**config.mk**
```make
export PLATFORM = sky130hd
export DESIGN_NAME = kredi_takip
export DESIGN_NICKNAME = d
export VERILOG_FILES = /design/src/rtl/kredi_takip_pkg.sv /design/src/rtl/kredi_takip_faiz_ekle.sv /design/src/rtl/kredi_takip.sv
export SDC_FILE = /design/constraint.sdc
export NUM_CORES = 1
export LEC_CHECK = 0
export ABC_AREA = 1
export CORE_MARGIN = 2
export CORE_UTILIZATION = 60
export CTS_CLUSTER_DIAMETER = 80
export DETAILED_ROUTE_END_ITERATION = 12
export PLACE_DENSITY = 0.81
export SYNTH_ARGS = -nofsm -noshare
export SYNTH_HDL_FRONTEND = slang
export SYNTH_HIERARCHICAL = 1
export SYNTH_SLANG_ARGS = --single-unit
export TNS_END_PERCENT = 1
```
**constraint.sdc**
```tcl
create_clock -name saat -period 17.85 [get_ports saat]
set_input_delay 3.57 -clock saat [delete_from_list [all_inputs] [get_ports saat]]
set_output_delay 3.57 -clock saat [all_outputs]
set_load 0.005 [all_outputs]
```
**src/rtl/kredi_takip_pkg.sv**
```systemverilog
// Shared definitions for the loan-balance tracker: FSM state encoding,
// the percent divisor and a state-classification helper.
package kredi_takip_pkg;

   typedef logic [2:0] durum_t;

   localparam durum_t S_IDLE     = 3'd0;
   localparam durum_t S_BEKLE    = 3'd1;
   localparam durum_t S_FAIZ     = 3'd2;
   localparam durum_t S_ODEME    = 3'd3;
   localparam durum_t S_BITTI    = 3'd4;
   localparam durum_t S_TEMERRUT = 3'd5;

   localparam logic [6:0] YUZDE = 7'd100;

   function automatic logic aktif_mi(input durum_t d);
      logic sonuc;
      case (d)
         S_BEKLE, S_FAIZ, S_ODEME: sonuc = 1'b1;
         default:                  sonuc = 1'b0;
      endcase
      return sonuc;
   endfunction

endpackage

```
**src/rtl/kredi_takip_faiz_ekle.sv**
```systemverilog
// Combinational interest accrual: balance + floor(balance*rate/100),
// saturating to all-ones with an overflow flag.
module kredi_takip_faiz_ekle
   import kredi_takip_pkg::*;
#(
   parameter int GENISLIK = 16
) (
   input  logic [GENISLIK-1:0] i_bakiye,
   input  logic [5:0]          i_faiz,
   output logic [GENISLIK-1:0] o_bakiye,
   output logic                o_tasma
);

   localparam logic [GENISLIK+5:0] L_YUZDE = (GENISLIK+6)'(YUZDE);

   logic [GENISLIK+5:0] w_carpim;
   logic [GENISLIK+5:0] w_bolum;
   logic [GENISLIK:0]   w_toplam;

   assign w_carpim = {6'd0, i_bakiye} * {{GENISLIK{1'b0}}, i_faiz};
   assign w_bolum  = w_carpim / L_YUZDE;
   assign w_toplam = {1'b0, i_bakiye} + w_bolum[GENISLIK:0];

   // Upper quotient bits are always zero for 6-bit rates, but are folded in
   // so nothing is silently dropped if the rate width ever grows.
   assign o_tasma  = w_toplam[GENISLIK] | (|w_bolum[GENISLIK+5:GENISLIK+1]);
   assign o_bakiye = o_tasma ? {GENISLIK{1'b1}} : w_toplam[GENISLIK-1:0];

endmodule

```
**src/rtl/kredi_takip.sv**
```systemverilog
// Loan-balance tracker: per period tick accrues interest, then applies a
// fixed installment; reports balance, period count and terminal status.
module kredi_takip
   import kredi_takip_pkg::*;
#(
   parameter int GENISLIK  = 16,
   parameter int SAYAC_GEN = 8,
   parameter int MAX_DONEM = 24
) (
   input  logic                 saat,
   input  logic                 reset,
   input  logic                 basla,
   input  logic [GENISLIK-1:0]  anapara,
   input  logic [GENISLIK-1:0]  taksit,
   input  logic [5:0]           faiz,
   input  logic                 donem_tik,
   output logic [GENISLIK-1:0]  bakiye,
   output logic [SAYAC_GEN-1:0] donem_sayisi,
   output logic                 aktif,
   output logic                 bitti,
   output logic                 temerrut,
   output logic                 tasma
);

   localparam logic [SAYAC_GEN-1:0] L_SINIR = SAYAC_GEN'(MAX_DONEM);
   localparam logic [SAYAC_GEN-1:0] L_BIR   = {{(SAYAC_GEN-1){1'b0}}, 1'b1};

   durum_t               r_durum,    w_durum_n;
   logic [GENISLIK-1:0]  r_bakiye,   w_bakiye_n;
   logic [GENISLIK-1:0]  r_taksit,   w_taksit_n;
   logic [SAYAC_GEN-1:0] r_sayac,    w_sayac_n;
   logic                 r_bitti,    w_bitti_n;
   logic                 r_temerrut, w_temerrut_n;
   logic                 r_tasma,    w_tasma_n;
   logic                 r_aktif,    w_aktif_n;
   logic [GENISLIK-1:0]  w_faizli;
   logic                 w_faiz_tasma;

   kredi_takip_faiz_ekle #(.GENISLIK(GENISLIK)) u_faiz_ekle (
      .i_bakiye (r_bakiye),
      .i_faiz   (faiz),
      .o_bakiye (w_faizli),
      .o_tasma  (w_faiz_tasma)
   );

   // Next-state and next-output computation for the loan FSM.
   always_comb begin
      w_durum_n    = r_durum;
      w_bakiye_n   = r_bakiye;
      w_taksit_n   = r_taksit;
      w_sayac_n    = r_sayac;
      w_bitti_n    = r_bitti;
      w_temerrut_n = r_temerrut;
      w_tasma_n    = r_tasma;
      case (r_durum)
         S_IDLE, S_BITTI, S_TEMERRUT: begin
            if (basla) begin
               w_bakiye_n   = anapara;
               w_taksit_n   = taksit;
               w_sayac_n    = {SAYAC_GEN{1'b0}};
               w_temerrut_n = 1'b0;
               w_tasma_n    = 1'b0;
               if (anapara == {GENISLIK{1'b0}}) begin
                  w_bitti_n = 1'b1;
                  w_durum_n = S_BITTI;
               end else begin
                  w_bitti_n = 1'b0;
                  w_durum_n = S_BEKLE;
               end
            end else begin
               w_durum_n = r_durum;
            end
         end
         S_BEKLE: begin
            if (donem_tik) begin
               w_durum_n = S_FAIZ;
            end else begin
               w_durum_n = S_BEKLE;
            end
         end
         S_FAIZ: begin
            w_bakiye_n = w_faizli;
            w_tasma_n  = r_tasma | w_faiz_tasma;
            w_durum_n  = S_ODEME;
         end
         S_ODEME: begin
            if (r_sayac != L_SINIR) begin
               w_sayac_n = r_sayac + L_BIR;
            end else begin
               w_sayac_n = r_sayac;
            end
            // Payoff wins over default when both land on the same period.
            if (r_bakiye <= r_taksit) begin
               w_bakiye_n = {GENISLIK{1'b0}};
               w_bitti_n  = 1'b1;
               w_durum_n  = S_BITTI;
            end else begin
               w_bakiye_n = r_bakiye - r_taksit;
               if (w_sayac_n == L_SINIR) begin
                  w_temerrut_n = 1'b1;
                  w_durum_n    = S_TEMERRUT;
               end else begin
                  w_durum_n = S_BEKLE;
               end
            end
         end
         default: begin
            w_durum_n = S_IDLE;
         end
      endcase
      w_aktif_n = aktif_mi(w_durum_n);
   end

   // State and output registers with synchronous reset.
   always_ff @(posedge saat) begin
      if (reset) begin
         r_durum    <= S_IDLE;
         r_bakiye   <= {GENISLIK{1'b0}};
         r_taksit   <= {GENISLIK{1'b0}};
         r_sayac    <= {SAYAC_GEN{1'b0}};
         r_bitti    <= 1'b0;
         r_temerrut <= 1'b0;
         r_tasma    <= 1'b0;
         r_aktif    <= 1'b0;
      end else begin
         r_durum    <= w_durum_n;
         r_bakiye   <= w_bakiye_n;
         r_taksit   <= w_taksit_n;
         r_sayac    <= w_sayac_n;
         r_bitti    <= w_bitti_n;
         r_temerrut <= w_temerrut_n;
         r_tasma    <= w_tasma_n;
         r_aktif    <= w_aktif_n;
      end
   end

   assign bakiye       = r_bakiye;
   assign donem_sayisi = r_sayac;
   assign aktif        = r_aktif;
   assign bitti        = r_bitti;
   assign temerrut     = r_temerrut;
   assign tasma        = r_tasma;

endmodule
```
==> results of run 1 <==
## metal layers
metal  vias up  global-route usage [%]  routed length [microns]
met5         -                       0                        0
met3        39                    2.62                     1280
met2       276                    51.1                    12200
met4         0                    7.19                      547
met1      4627                    39.4                    11700
li1       5110                       -                        -
## final timing paths
kind,start,to,slack [ps],cells after the start
setup / recovery,faiz[5],bakiye[0],1270,100
hold / removal,r_taksit[8],r_taksit[8],460,2
setup reg to reg,bakiye[8],bakiye[0],4030,99
hold reg to reg,r_taksit[8],r_taksit[8],460,2
## through the flow
| step | instances | utilization, % | setup WS [ps] | TNS (ps) |
|---|---|---|---|---|
| 2_1_floorplan | 1615 | - | 2070 | 0 |
| 3_3_place_gp | 1877 | 66.7 | 452 | 0 |
| 3_5_place_dp | 1877 | 66.7 | -20.3 | -20.3 |
| 4_1_cts | 1885 | 67.6 | 268 | 0 |
| 5_1_grt | 1894 | 69.4 | -18.8 | -18.8 |
| 6_report | 1895 | 69.5 | 1270 | 0 |
## registers in the layout, indices dropped and copies added, names as in the netlist
name and count:
bitti 1, temerrut 1, r_durum 3, r_taksit 16, aktif 1, bakiye 16
tasma 1, donem_sayisi 8
## cells in the final DEF (no fill, tap or decap), types with 8 or more instances in the layout
| cell type | n |
|---|---|
| a21oi_1 | 70 |
| nand3_1 | 110 |
| nand2_4 | 24 |
| nor2_1 | 86 |
| ha_1 | 56 |
| a21oi_2 | 12 |
| o21bai_1 | 8 |
| inv_2 | 23 |
| o21ai_1 | 17 |
| nand2_1 | 487 |
| nor2_2 | 11 |
| fa_1 | 59 |
| clkdlybuf4s50_1 | 63 |
| nand4_1 | 27 |
| buf_4 | 13 |
| o21ai_0 | 48 |
| inv_1 | 309 |
| nand3_2 | 15 |
| nor2_4 | 12 |
| dfxtp_1 | 47 |
| or2_2 | 10 |
| xnor2_1 | 11 |
| nand2_2 | 56 |
| xor2_1 | 20 |
## area by class of cell
type	count	area, sq um
tap	216	270
fill	1445	4850
inverter	337	1270
sequential	47	941
clock inverter	3	23.8
antenna	1	2.50
multi-input combinational	1206	7640
timing repair buffer	80	762
clock buffer	5	125
## worst reg2reg max path: cells and delay by family, from the launching register on
| kind | cells | cell delay (ps) |
|---|---|---|
| adders and majority gates | 6 | 2440 |
| and+or+nand+nor | 68 | 6900 |
| DFF | 1 | 730 |
| buffers and inverters | 8 | 620 |
| xor gates and xnor gates | 1 | 380 |
| AOI/OAI and AO/OA | 16 | 2580 |
## cells by family after synthesis
kind of cell             synth area share, %
AO/OA/AOI/OAI                           9.48
XOR/XNOR                                2.79
adder cells (fa/ha/maj)                 20.4
buffers and inverters                   14.2
flip-flops                              9.66
AND/OR/NAND/NOR                         43.5
## what timing repair did
| action | CTS | global route |
|---|---|---|
| gates resized for setup | 0 | 79 |
| buffers inserted | 0 | 9 |
| endpoints found under the setup margin | 0 | 17 |
==> impl_metrics.yaml, run 1 <==
clock_network:
  clockRootBuffer: "clkbuf_16"
  holdBufCountCts: 0
  path_clk_slew_ps: 80
  cts_buffer_depth: 2
  cts-buffers-inserted: 5
  clock-sinks: 47
  cts_tree: "done"
  cts-htree-levels: 2
  clock_latency_ps: 300
floorplanning:
  floorplan.die.width_microns: 131
  placeableCoreArea_sq_um: 15900
  rows: 46
  die_area_sq_um: 17300
  floorplan.initialDensity_pct: 61.3
  die-height_microns: 131
  num_io_pins: 70
critical_path:
  critical-path-slowest-cell: "fa_1"
  path_common_cell: "nand2_1"
  timing.critical_path.slowest_cell_delay_ps: 530
  cp.buffers_inverters: 9
  critical_path.startpoint_type: "input port"
  timing.critical_path.arrival_ps: 16750
  critPathKind: "input port to register"
  timing.critical_path.max_delay_family: "simple AND/OR/NAND/NOR gates"
  cp-end-kind: "register"
  critPathMaxFanout: 16
  critPathRequiredTime_ps: 18010
cells_and_area:
  final_area_sq_um: 11000
  drive_gt1_share_pct: 13.1
  nNetsFinal: 1842
  area_growth_syn_to_layout_pct: 13.3
yosys:
  syn_area_per_cell_sq_um: 6.03
  ys_dominant_reg_cell: "dfxtp_1"
  yosysTopAreaCell: "nand2_1"
  synth-warning-count: 6
  synth_cell_type_count: 47
  ys_top_cells_by_area: "nand2_1 (19%), fa_1 (12%), inv_1 (12%)"
  most_frequent_cell_after_synthesis: "nand2_1"
  yosys_register_bits: 47
  async_flop_share_pct: 0
  mappedNetlistArea_sq_um: 9740
  synth_sequential_area_ratio_pct: 9.66
  synth_edf_count: 0
  postSynthNetCount: 1780
  synth.top_cells.by_count: "nand2_1 (500), inv_1 (310), nand3_1 (112)"
  gate_count_after_technology_mapping: 1615
  yosysTopAreaCellShare_pct: 19.3
placement:
  gpl.final_weighted_congestion: 0.957
  placed_cell_area_sq_um: 10600
  numPortBuffers: 69
  dp.final_hpwl_microns: 20300
global_routing:
  grt_antenna_before_repair: 1
  pin_count_of_the_biggest_net_entering_global_routing: 35
  grt_pass1_wl_microns: 42900
  grt_overflow: 0
  via_count_of_the_first_global_routing_pass: 9349
  grtUsageTotal_pct: 29.3
sta:
  worst-slew-pin-transition_ps: 909
  setup_viol: 0
  hold_viol: 0
  slew_headroom_pct: 39.3
  fin_skew_ps: 8.04
  slew_viol_final: 0
  fin_worst_hold_slack_ps: 464
  fin_crit_ps: 16580
  max_freq_mhz: 60.3
  final.period_utilization_pct: 92.9
detailed_routing:
  drt_pass1_iterations: 5
  dr.first_iter.drc_count: 646
  route.vias.total: 10100
  postRouteAntennaNets: 0
  drt_drc_violations_left: 0
  drt-wirelength-per-cell_microns: 13.5
  vias_per_cell: 5.30
  routed_wl_microns: 25700
hold_path:
  worst_hold_path_type: "register to register"
run_status:
  outcome: "complete, no violations"
run:
  drv.max_cap_violation_count: 0
Power of run 1 is left out: the tool's default activity adds up to more than one toggle a clock period on the data nets, which glitch-free logic cannot reach.
==> inputs of run 2 (changes only) <==
Settings changed: CTS_CLUSTER_DIAMETER 80 to 30, CTS_CLUSTER_SIZE set to 25.
==> results of run 2 <==
The final DEF is identical to that of run 1; final timing and power are the same.
Power of run 2 is left out for the same reason.
==> inputs of run 3 (changes only) <==
Settings changed: SETUP_SLACK_MARGIN set to 0.3.
==> run 3 against run 2 <==
Against the previous run: worst hold slack about the same; sequential share of layout area fell by 0.12 points; wire length grew 2.2%; core utilization is 0.98 points higher; cell area is 1.4% higher; non-clock buffer count grew 2; flip-flop and latch count is the same; cell count rose by 0.11%; fmax grew 0.63%; via count increased by 0.76%; setup slack gained 100 ps; die area unchanged.
==> impl_metrics.yaml, run 3 (synthesis results as in run 1) <==
run_status:
  outcome: "complete, no violations"
global_routing:
  grt_overflow: 0
  grtUsageTotal_pct: 29.3
  via_count_of_the_first_global_routing_pass: 9349
  pin_count_of_the_biggest_net_entering_global_routing: 35
  grt_antenna_before_repair: 1
  grt_pass1_wl_microns: 42900
floorplanning:
  floorplan.die.width_microns: 131
  num_io_pins: 70
  die_area_sq_um: 17300
  placeableCoreArea_sq_um: 15900
  floorplan.initialDensity_pct: 61.3
  rows: 46
  die-height_microns: 131
detailed_routing:
  vias_per_cell: 5.34
  drt-wirelength-per-cell_microns: 13.8
  drt_drc_violations_left: 0
  dr.first_iter.drc_count: 668
  drt_pass1_iterations: 7
  route.vias.total: 10100
  postRouteAntennaNets: 0
  routed_wl_microns: 26200
sta:
  fin_skew_ps: 6.62
  worst-slew-pin-transition_ps: 908
  setup_viol: 0
  slew_headroom_pct: 39.4
  final.period_utilization_pct: 92.3
  fin_crit_ps: 16480
  rsz0062_at_grt: "false"
  slew_viol_final: 0
  hold_viol: 0
  max_freq_mhz: 60.7
  fin_worst_hold_slack_ps: 463
critical_path:
  critical-path-slowest-cell: "fa_1"
  critPathMaxFanout: 16
  r2r_slack_ps: 4110
  critPathKind: "input port to register"
  path_common_cell: "nand2_1"
  timing.critical_path.slowest_cell_delay_ps: 550
  timing.critical_path.arrival_ps: 16640
  reg2reg_depth: 106
  critical_path.startpoint_type: "input port"
  critPathRequiredTime_ps: 18010
  cp-end-kind: "register"
hold_path:
  whs_path_depth: 2
  worst_hold_path_type: "register to register"
cells_and_area:
  commonest_non_fill_non_tap_cells_in_the_layout: "nand2_1 (481), inv_1 (309), nand3_1 (106), nor2_1 (85), a21oi_1 (68)"
  fillCellCount: 1434
  area_growth_syn_to_layout_pct: 14.9
  multi_input_combinational_cell_area_sq_um: 7780
  nNetsFinal: 1844
  final-instance-count-excl-fill: 1897
  sequential_cell_area_sq_um: 941
  commonest_non_fill_non_tap_cell_in_the_layout: "nand2_1"
  drive_gt1_share_pct: 14.1
run:
  drv.max_cap_violation_count: 0
clock_network:
  path_clk_slew_ps: 70
  clock_latency_ps: 300
  cts-htree-levels: 2
  cts_buffer_depth: 2
  clock-sinks: 47
  cts_tree: "done"
  clockRootBuffer: "clkbuf_16"
  cts-buffers-inserted: 5
  holdBufCountCts: 0
placement:
  dp.final_hpwl_microns: 20300
  gpl.final_weighted_congestion: 0.957
  numPortBuffers: 69
  place_inst: 1877
run 3: cell count changes in the layout (fill, tap and decap cells not counted), moves of 3 or more:
cell      delta
nand3_1      -4
buf_4        +4
nand3_2      +4
ha_4         +3
clkbuf_4     -3
nand2_4      +4
nand2_1      -6
run 3: stage by stage:
stage | TNS, ps | cell area [sq um] | utilization, % | worst slack, ps
finish | 0 | 11200 | 70.4 | 1370
global route | 0 | 11200 | 70.4 | 174
CTS | 0 | 10700 | 67.6 | 302
detailed placement | -20.3 | 10600 | 66.7 | -20.3
global placement | 0 | 10600 | 66.7 | 452
floorplan | 0 | 9740 | - | 2070
run 3: repair_timing:
action | 4_1_cts | 5_1_grt
pin swaps | 0 | 18
setup buffers | 0 | 11
endpoints found under the setup margin | 1 | 17
gates resized for setup | 2 | 109
run 3: final cells by class:
type	count	share of cell area (%)
multi-input combinational	1206	69.5
inverter	337	11.3
sequential	47	8.41
timing repair buffer	82	6.98
tap	216	2.42
clock buffer	5	1.12
clock inverter	3	0.212
antenna	1	0.0224
run 3: critical path: cells and delay by family:
family	cells	cell delay, ps
adders and majority gates	6	2450
AOI/OAI and AO/OA	12	1670
buffers and inverters	9	720
and+or+nand+nor	85	8200
run 3: path summary, 6_finish.rpt:
path | start | end
hold / removal | r_taksit[9] | r_taksit[9]
setup reg to reg | bakiye[8] | bakiye[0]
setup / recovery | faiz[5] | bakiye[0]
hold reg to reg | r_taksit[9] | r_taksit[9]
run 3: per-layer routing:
metal | vias up | track usage (%) | routed length (microns)
met5 | - | 0 | 0
met4 | 0 | 7.19 | 652
met3 | 51 | 2.62 | 1250
met2 | 279 | 51.1 | 12500
met1 | 4690 | 39.4 | 11800
li1 | 5108 | - | -
Power of run 3 is left out for the same reason.
